### src/rtl/p405s_wd_rst_responder_pkg.sv
// Shared types for the watchdog reset responder: reset-type encodings (same
// encoding as the timer's wdRstType field), FSM states and priority helpers.
package p405s_wd_rst_responder_pkg;

  typedef enum logic [1:0] {
    RST_NONE = 2'b00,
    RST_CORE = 2'b01,
    RST_CHIP = 2'b10,
    RST_SYS  = 2'b11
  } rst_type_e;

  typedef enum logic [1:0] {
    StIdle    = 2'b00,
    StAssert  = 2'b01,
    StHold    = 2'b10,
    StRecover = 2'b11
  } wd_state_e;

  // Highest-priority pending request; the encoding order doubles as priority.
  function automatic rst_type_e prio_sel(input logic core, input logic chip, input logic sys);
    if (sys) begin
      return RST_SYS;
    end else if (chip) begin
      return RST_CHIP;
    end else if (core) begin
      return RST_CORE;
    end
    return RST_NONE;
  endfunction

  // One escalation step; a system reset is already the strongest type.
  function automatic rst_type_e next_type(input rst_type_e t);
    unique case (t)
      RST_CORE: return RST_CHIP;
      RST_CHIP: return RST_SYS;
      default:  return t;
    endcase
  endfunction

endpackage

### src/rtl/p405s_wd_rst_cnt.sv
// Loadable down-counter that saturates at zero, with a zero flag.
// Load has priority over decrement.
module p405s_wd_rst_cnt #(
  parameter int unsigned CNT_W = 7
) (
  input  logic             i_clk,
  input  logic             i_rst,
  input  logic             i_load,
  input  logic [CNT_W-1:0] i_load_val,
  input  logic             i_dec,
  output logic             o_zero
);

  logic [CNT_W-1:0] r_cnt;

  // Count register: load, else decrement without wrapping below zero.
  always_ff @(posedge i_clk) begin
    if (i_rst) begin
      r_cnt <= '0;
    end else if (i_load) begin
      r_cnt <= i_load_val;
    end else if (i_dec && (r_cnt != '0)) begin
      r_cnt <= r_cnt - 1'b1;
    end
  end

  assign o_zero = (r_cnt == '0);

endmodule

### src/rtl/p405s_wd_rst_responder.sv
// Watchdog reset-request responder. Arbitrates level-held core/chip/system
// reset requests, drives a timed one-hot reset pulse plus reset back to the
// core, then enforces a quiet recovery window. Keeps a sticky last-cause field.
// Optional HOLD-timeout escalation is built when P405S_WDRST_ESCALATE_EN is
// defined; the default build waits in HOLD indefinitely.
module p405s_wd_rst_responder
  import p405s_wd_rst_responder_pkg::*;
#(
  parameter int unsigned PULSE_CYCLES   = 8,
  parameter int unsigned RECOVER_CYCLES = 4,
  parameter int unsigned HOLD_TIMEOUT   = 64,
  parameter int unsigned CNT_W          = 7
) (
  input  logic       CB,
  input  logic       syncRst,
  input  logic       wdCoreRstReq,
  input  logic       wdChipRstReq,
  input  logic       wdSysRstReq,
  input  logic       statusClr,
  output logic       coreRstOut,
  output logic       chipRstOut,
  output logic       sysRstOut,
  output logic       rstToCore,
  output logic [1:0] lastRstType,
  output logic       rstValid,
  output logic       rstBusy
);

  localparam logic [CNT_W-1:0] PulseLd   = CNT_W'(PULSE_CYCLES - 1);
  localparam logic [CNT_W-1:0] RecoverLd = CNT_W'(RECOVER_CYCLES - 1);

  // Counter load values must fit the shared counter width.
  if (PULSE_CYCLES < 1 || PULSE_CYCLES >= (1 << CNT_W)) begin : g_bad_pulse
    $error("PULSE_CYCLES out of range");
  end
  if (RECOVER_CYCLES < 1 || RECOVER_CYCLES >= (1 << CNT_W)) begin : g_bad_recover
    $error("RECOVER_CYCLES out of range");
  end
  if (HOLD_TIMEOUT < 1 || HOLD_TIMEOUT > (1 << CNT_W)) begin : g_bad_hold
    $error("HOLD_TIMEOUT out of range");
  end

  wd_state_e        r_state;
  rst_type_e        r_type;

  rst_type_e        w_req_type;
  rst_type_e        w_type_new;
  logic             w_any_req;
  logic             w_active;
  logic             w_start;
  logic             w_upg;
  logic             w_esc;
  logic             w_release;
  logic             w_to_hold;
  logic             w_rec_done;
  logic             w_capture;
  logic             w_cnt_load;
  logic [CNT_W-1:0] w_cnt_val;
  logic             w_cnt_dec;
  logic             w_cnt_zero;

  assign w_req_type = prio_sel(wdCoreRstReq, wdChipRstReq, wdSysRstReq);
  assign w_any_req  = (w_req_type != RST_NONE);
  assign w_active   = (r_state == StAssert) || (r_state == StHold);
  assign w_start    = (r_state == StIdle) && w_any_req;
  assign w_upg      = w_active && (w_req_type > r_type);

  // The last ASSERT cycle already behaves like HOLD, so a request that is
  // gone by then releases straight away and the pulse is exactly PULSE_CYCLES.
  assign w_release  = (((r_state == StAssert) && w_cnt_zero) || (r_state == StHold)) &&
                      !w_any_req;
  assign w_to_hold  = (r_state == StAssert) && w_cnt_zero && w_any_req && !w_upg;
  assign w_rec_done = (r_state == StRecover) && w_cnt_zero;

`ifdef P405S_WDRST_ESCALATE_EN
  logic w_hold_zero;

  p405s_wd_rst_cnt #(
    .CNT_W (CNT_W)
  ) u_hold_cnt (
    .i_clk      (CB),
    .i_rst      (syncRst),
    .i_load     (w_to_hold),
    .i_load_val (CNT_W'(HOLD_TIMEOUT - 1)),
    .i_dec      ((r_state == StHold) && w_any_req),
    .o_zero     (w_hold_zero)
  );

  assign w_esc = (r_state == StHold) && w_any_req && !w_upg && w_hold_zero &&
                 (r_type != RST_SYS);
`else
  assign w_esc = 1'b0;
`endif

  assign w_capture  = w_start || w_upg || w_esc;
  assign w_type_new = w_esc ? next_type(r_type) : w_req_type;

  assign w_cnt_load = w_capture || w_release;
  assign w_cnt_val  = w_release ? RecoverLd : PulseLd;
  assign w_cnt_dec  = (r_state == StAssert) || (r_state == StRecover);

  p405s_wd_rst_cnt #(
    .CNT_W (CNT_W)
  ) u_cnt (
    .i_clk      (CB),
    .i_rst      (syncRst),
    .i_load     (w_cnt_load),
    .i_load_val (w_cnt_val),
    .i_dec      (w_cnt_dec),
    .o_zero     (w_cnt_zero)
  );

  // FSM with registered reset outputs and the sticky cause field.
  always_ff @(posedge CB) begin
    if (syncRst) begin
      r_state     <= StIdle;
      r_type      <= RST_NONE;
      coreRstOut  <= 1'b0;
      chipRstOut  <= 1'b0;
      sysRstOut   <= 1'b0;
      rstToCore   <= 1'b0;
      rstBusy     <= 1'b0;
      lastRstType <= RST_NONE;
      rstValid    <= 1'b0;
    end else begin
      if (w_capture) begin
        r_state    <= StAssert;
        r_type     <= w_type_new;
        coreRstOut <= (w_type_new == RST_CORE);
        chipRstOut <= (w_type_new == RST_CHIP);
        sysRstOut  <= (w_type_new == RST_SYS);
        rstToCore  <= 1'b1;
        rstBusy    <= 1'b1;
      end else if (w_release) begin
        r_state    <= StRecover;
        r_type     <= RST_NONE;
        coreRstOut <= 1'b0;
        chipRstOut <= 1'b0;
        sysRstOut  <= 1'b0;
        rstToCore  <= 1'b0;
      end else if (w_to_hold) begin
        r_state <= StHold;
      end else if (w_rec_done) begin
        r_state <= StIdle;
        rstBusy <= 1'b0;
      end

      // A capture in the same cycle as a clear keeps the new cause.
      if (w_capture) begin
        lastRstType <= w_type_new;
        rstValid    <= 1'b1;
      end else if (statusClr) begin
        lastRstType <= RST_NONE;
        rstValid    <= 1'b0;
      end
    end
  end

endmodule

### config.mk
export PLATFORM = sky130hd
export DESIGN_NAME = p405s_wd_rst_responder
export DESIGN_NICKNAME = d
export VERILOG_FILES = /design/src/rtl/p405s_wd_rst_responder_pkg.sv /design/src/rtl/p405s_wd_rst_cnt.sv /design/src/rtl/p405s_wd_rst_responder.sv
export SDC_FILE = /design/constraint.sdc
export NUM_CORES = 1
export LEC_CHECK = 0
export BUFFER_PORTS_ARGS = -buffer_cell sky130_fd_sc_hd__buf_2
export CORE_UTILIZATION = 40
export CTS_CLUSTER_DIAMETER = 50
export CTS_CLUSTER_SIZE = 20
export DETAILED_ROUTE_END_ITERATION = 16
export GPL_ROUTABILITY_DRIVEN = 0
export SYNTH_ARGS = -nofsm -noshare
export SYNTH_HDL_FRONTEND = slang
export SYNTH_HIERARCHICAL = 1
export SYNTH_SLANG_ARGS = --single-unit
### constraint.sdc
create_clock -name CB -period 5.85 [get_ports CB]
set_input_delay 0.2925 -clock CB [delete_from_list [all_inputs] [get_ports CB]]
set_output_delay 0.2925 -clock CB [all_outputs]
set_load 0.01 [all_outputs]
-- Yosys cells after proc, flatten, opt, wreduce, memory -nomap -nowiden
Index checks and enable logic that the tools add are counted.
- flip-flop bits (word level): 19
- bits in latches: 0
- RAM bits: 0
- bits in read-only memories: 0
- bits of input ports: 6
- output and inout bits: 8
- memories kept: 0
- $add $sub $neg: 1
- multiply operators: 0
- div/mod/pow operators: 0
- $lt $le $gt $ge: 1
- equal/unequal tests: 8
- shift-type cells: 0
- mux-type cells: 29
- bitwise gates (word level): 0
- reduce and logical (&&, ||, !) cells: 27
- operators with widths (cell ; count):
    2-bit 2-to-1 mux ; 11
    1-bit 2-to-1 mux ; 15
    7-bit 2-to-1 mux ; 2
    2-bit nonzero test ; 5
    2-bit equality test (second input constant) ; 4
    1-bit logical AND ; 8
    7-bit zero test ; 1
    7-bit nonzero test ; 1
    7-bit by 1-bit subtractor with 7-bit output (second input constant) ; 1
    1-bit logical OR ; 5
    2-bit by 1-bit equality test with 1-bit output (second input constant) ; 2
    2-bit by 1-bit != test with 1-bit output (second input constant) ; 2
    4-bit nonzero test ; 1
    3-bit 2-to-1 mux ; 1
    3-bit AND reduction ; 1
    3-bit nonzero test ; 1
    2-bit > comparator ; 1
    1-bit zero test ; 2
    2-bit zero test ; 1
    2-bit OR reduction ; 1

-- Depth between registers and ports, before layout
- word-level depth: 11
- gate-level depth with buffers: 11

-- Cells and area by module
Netlist, hierarchy kept.
- by module, submodules not included (module ; times used ; cells each ; area each (sq um)):
    p405s_wd_rst_responder ; 1 ; 75 ; 675.6
    p405s_wd_rst_cnt ; 1 ; 48 ; 419.2

-- Worst setup path after synthesis
No wires, ideal clock.
- path kind: input -> register
- from: in wdSysRstReq
- to: reg u_cnt.r_cnt[4]
- arrival: 2.291 ns
- required time: 5.762 ns
- path slack: 3.471 ns
- cell stages on the path: 11
- cell sequence: or2_1 -> buf_6 -> ha_1 -> nor2b_1 -> o211a_1 -> clkbuf_1 -> nor2_1 -> nand2_1 -> inv_1 -> nor2_1 -> a311oi_2
- longest elaborated chain between the ends: 7
- ends and longest elaborated chain (element ; line ; source):
    start: declaration ; p405s_wd_rst_responder.sv:18 ; input logic wdSysRstReq,
    2-bit 2-to-1 mux or 1-bit 2-to-1 mux (tied branches) ; p405s_wd_rst_responder_pkg.sv:21 ; if (sys) begin
    2-bit 2-to-1 mux * ; p405s_wd_rst_responder_pkg.sv:28 ; return RST_NONE;
    2-bit > comparator or 2-bit nonzero test (tied branches) ; p405s_wd_rst_responder.sv:66, p405s_wd_rst_responder.sv:63 ;
    1-bit logical AND, or another cell as far along ; p405s_wd_rst_responder.sv:66 ; assign w_upg = w_active && (w_req_type > r_type);
    1-bit logical OR or 1-bit logical AND (tied branches) ; p405s_wd_rst_responder.sv:95, p405s_wd_rst_responder.sv:70 ;
    1-bit logical OR * ; p405s_wd_rst_responder.sv:98 ; assign w_cnt_load = w_capture || w_release;
    named net w_cnt_load ; p405s_wd_rst_responder.sv:57 ; logic w_cnt_load;
    7-bit 2-to-1 mux or 2-bit nonzero test (tied branches) ; - ;
    end signal: assignment ; p405s_wd_rst_cnt.sv:21 ; r_cnt <= i_load_val;
    end signal: assignment ; p405s_wd_rst_cnt.sv:23 ; r_cnt <= r_cnt - 1'b1;
    end: declaration ; p405s_wd_rst_cnt.sv:14 ; logic [CNT_W-1:0] r_cnt;
The timed path passes the listed nets; every way through them passes the cells marked *.
A chain may end at the register's enable or synchronous reset.

-- Worst setup path after layout
- from: reg u_cnt.r_cnt[0]
- to: reg u_cnt.r_cnt[4]
- longest elaborated chain between the ends: 6
- ends and longest elaborated chain (element ; line ; source):
    7-bit zero test * ; p405s_wd_rst_cnt.sv:27 ; assign o_zero = (r_cnt == '0);
    named net w_cnt_zero ; p405s_wd_rst_responder.sv:60 ; logic w_cnt_zero;
    1-bit logical AND * ; p405s_wd_rst_responder.sv:70 ; assign w_release = (((r_state == StAssert) && w_cnt_zero) || (r_state == StHold)) &&
    1-bit logical OR * ; p405s_wd_rst_responder.sv:70 ;
    1-bit logical AND * ; p405s_wd_rst_responder.sv:70 ;
    1-bit logical OR * ; p405s_wd_rst_responder.sv:98 ;
    named net w_cnt_load ; p405s_wd_rst_responder.sv:57 ;
    7-bit 2-to-1 mux or 2-bit nonzero test (tied branches) ; - ;
The timed path passes the listed nets; every way through them passes the cells marked *. The select of a mux whose other input is x is not followed.

==> impl_results.md <==
* Status: completed
* Clk slew on worst S/H paths at 0.12 ns
* CTS Buffer Depth at 2
* Fraction of final layout cells sized beyond drive strength 1 at 0.1942
* DRC at 0
* Final hold vios at 0
* LEAKAGE at 0.5031 nW
* CP max stage delay at 0.41 ns
* P&R area growth vs syn at 10.17%
* Initial antenna violation count at 0
* Fillcell total at 251
* Setup TNS Final at 0 ns
* Per-cell routed wire length at 13.35 um
* Crit-path cells: inv_1 -> ha_1 -> nor4b_4 -> and2_1 -> a21oi_1 -> or3_4 -> nand2_1 -> inv_1 -> nor2_1 -> a311oi_2
* Sequential share of the synthesized area at 0.3474
* Post-CTS sizing at 0
* Clock latency on the worst-skew pair at 0.31 ns
* Dpl cells at 165
* Ant. Diodes at 0
* FF+latch count, synth at 19
* Async SR Flop Fraction at 0
* CP Capture Type: register
* Final Critical Period at 2.391 ns
* Largest net degree at the start of global routing at 21
* Maxcap violations at 0
* Starting DRT DRC Count at 5
* Core Region at 0.002522 sq mm
* CTS root buf: clkbuf_4
* Via density at 5.420
* Worst Path Required at 6.04 ns
* CTS tree: yes
* Die width at 54.32 um
* Slew margin rel. at 0.5784
* Crit path arrival time at 2.59 ns
* HPWL reported at the end of detailed placement at 1.705 mm
* CP Launch Type: register
* Post-synth EDFFs at 0
* Die Y at 54.32 um
* Synthesis Warnings at 6
* Most frequent cells in the layout: dfxtp_1, a21oi_1, buf_2
* Endpoints failing setup at 0
* Total Die Area at 0.002950 sq mm
* Class of the worst hold path: input port to register
* Multi-input combinational cell area at 661.9 sq um
* CTS Hold Bufs at 0
* RSZ-0062 raised after global routing: no
* Setup Buffers After CTS at 0
* FF/Latch Area at 380.4 sq um
* Row Count at 18
* Synth Cell Area at 0.001095 sq mm
* Synth Instances at 123
* CP max stage cell: or3_4
* CP most frequent cell: inv_1
* Synth cell types at 45
* Top FF cell, synth: dfxtp_1
* Tot Pwr at 341.3 uW
* Total gr overflow at 0
* Final #Nets at 153
* Drt total wl at 2.256 mm
* Skew final at 0.005094 ns
* CP Class: register to register
* Vias in the first global route at 857
* Avg Cell Area, Syn at 8.901 sq um
* Gr usage total at 0.1785
* Post-Layout Inst Area at 0.001206 sq mm
* Crit path buffers/inverters at 2
* Delay-heaviest family, CP: simple AND/OR/NAND/NOR gates
* Routed via count at 916
* Placed Area at 0.001179 sq mm
* DRT antenna net count at 0
* First-pass GRT wire length at 3.719 mm
* Fin crit share at 0.4088
* Slew of the pin with the lowest slew margin at 0.6297 ns
* Initial Utilization at 0.4340
* Top-Level Pins at 14
* Power Density at 282.9 mW/mm^2
* CP max FO at 10
* Peak VDD IR at 0.2079 mV
* Drt first pass iters at 4
* H-tree depth at 1
* # clock sinks at 19
* Max Slew Vio Count at 0
* F_max at 0.4182 GHz
* Post-route insts no fill at 169
* PortBufs at 13
* CTS buffer count at 3
* Commonest non-fill, non-tap cell in the layout: dfxtp_1
## state kept, by name (all words and copies together), names as in the netlist
register     count
lastRstType      2
rstValid         1
sysRstOut        1
r_type           2
r_state          2
u_cnt/r_cnt      7
chipRstOut       1
coreRstOut       1
rstToCore        1
rstBusy          1
## cell type report
class	count	share of cell area
clock buffer	3	0.01867
inverter	9	0.02801
clock inverter	1	0.004149
timing repair buffer	13	0.05394
sequential	19	0.3154
multi-input combinational	94	0.5488
tap	30	0.03112
## Yosys cell counts (2+ instances only)
library cell	n	area share
a21oi_1	14	0.064
nand2_1	8	0.027
dfxtp_1	19	0.35
o31ai_1	2	0.014
o21ai_0	3	0.014
nand4_1	5	0.029
nand2b_1	2	0.011
o21a_1	3	0.021
nor4_1	2	0.011
nor3_1	3	0.014
conb_1	2	0.0069
inv_1	9	0.031
clkbuf_1	2	0.0069
o211ai_1	3	0.021
ha_1	7	0.080
nand4b_1	2	0.016
buf_6	2	0.021
nor2_1	7	0.024
a211oi_1	2	0.014
## path summary, 6_finish.rpt
check	startpoint	cells after the start	slack, ns	end
worst min register to register	coreRstOut	2	0.47	coreRstOut
worst max register to register	u_cnt/r_cnt[0]	10	3.46	u_cnt/r_cnt[4]
worst max-delay path	u_cnt/r_cnt[0]	10	3.46	u_cnt/r_cnt[4]
worst min-delay path	statusClr	3	0.29	lastRstType[1]
## metal layers
layer,share of wire,wire length (um),track usage
met4,0.012,28,0.05983
met1,0.46,1029,0.2211
met2,0.50,1137,0.2947
met5,0,0,0
met3,0.027,60,0.05000
## worst min-delay path, cell delays in order
cell      delay [ns]
buf_2           0.10
nand4b_1        0.11
a21oi_1         0.06
## cells by family after synthesis
kind of cell / count (synthesis) / synth area share
DFF: 19 / 0.3474
other: 2 / 0.006860
muxes: 1 / 0.009143
and+or+nand+nor: 41 / 0.2297
AOI/OAI and AO/OA: 38 / 0.2571
adders and majority gates: 7 / 0.08000
buffers and inverters: 14 / 0.06171
xor gates and xnor gates: 1 / 0.008001
## through the flow
| step | hold WS, ns | setup WS (ns) | util |
|---|---|---|---|
| 2_1_floorplan | 0.3653 | 3.471 | - |
| 3_3_place_gp | 0.4563 | 3.343 | 0.4673 |
| 3_5_place_dp | 0.4632 | 3.204 | 0.4673 |
| 4_1_cts | 0.2701 | 3.445 | 0.4782 |
| 5_1_grt | 0.2713 | 3.272 | 0.4782 |
| 6_report | 0.2894 | 3.459 | 0.4782 |
## where the power goes
group	leakage, nW	switching [mW]	total, mW	internal, mW
logic	0.327	0.0653	0.111	0.0462
registers	0.158	0.0135	0.160	0.146
clock network	0.0177	0.0444	0.0700	0.0256
Power figures use the tool's default switching activity.
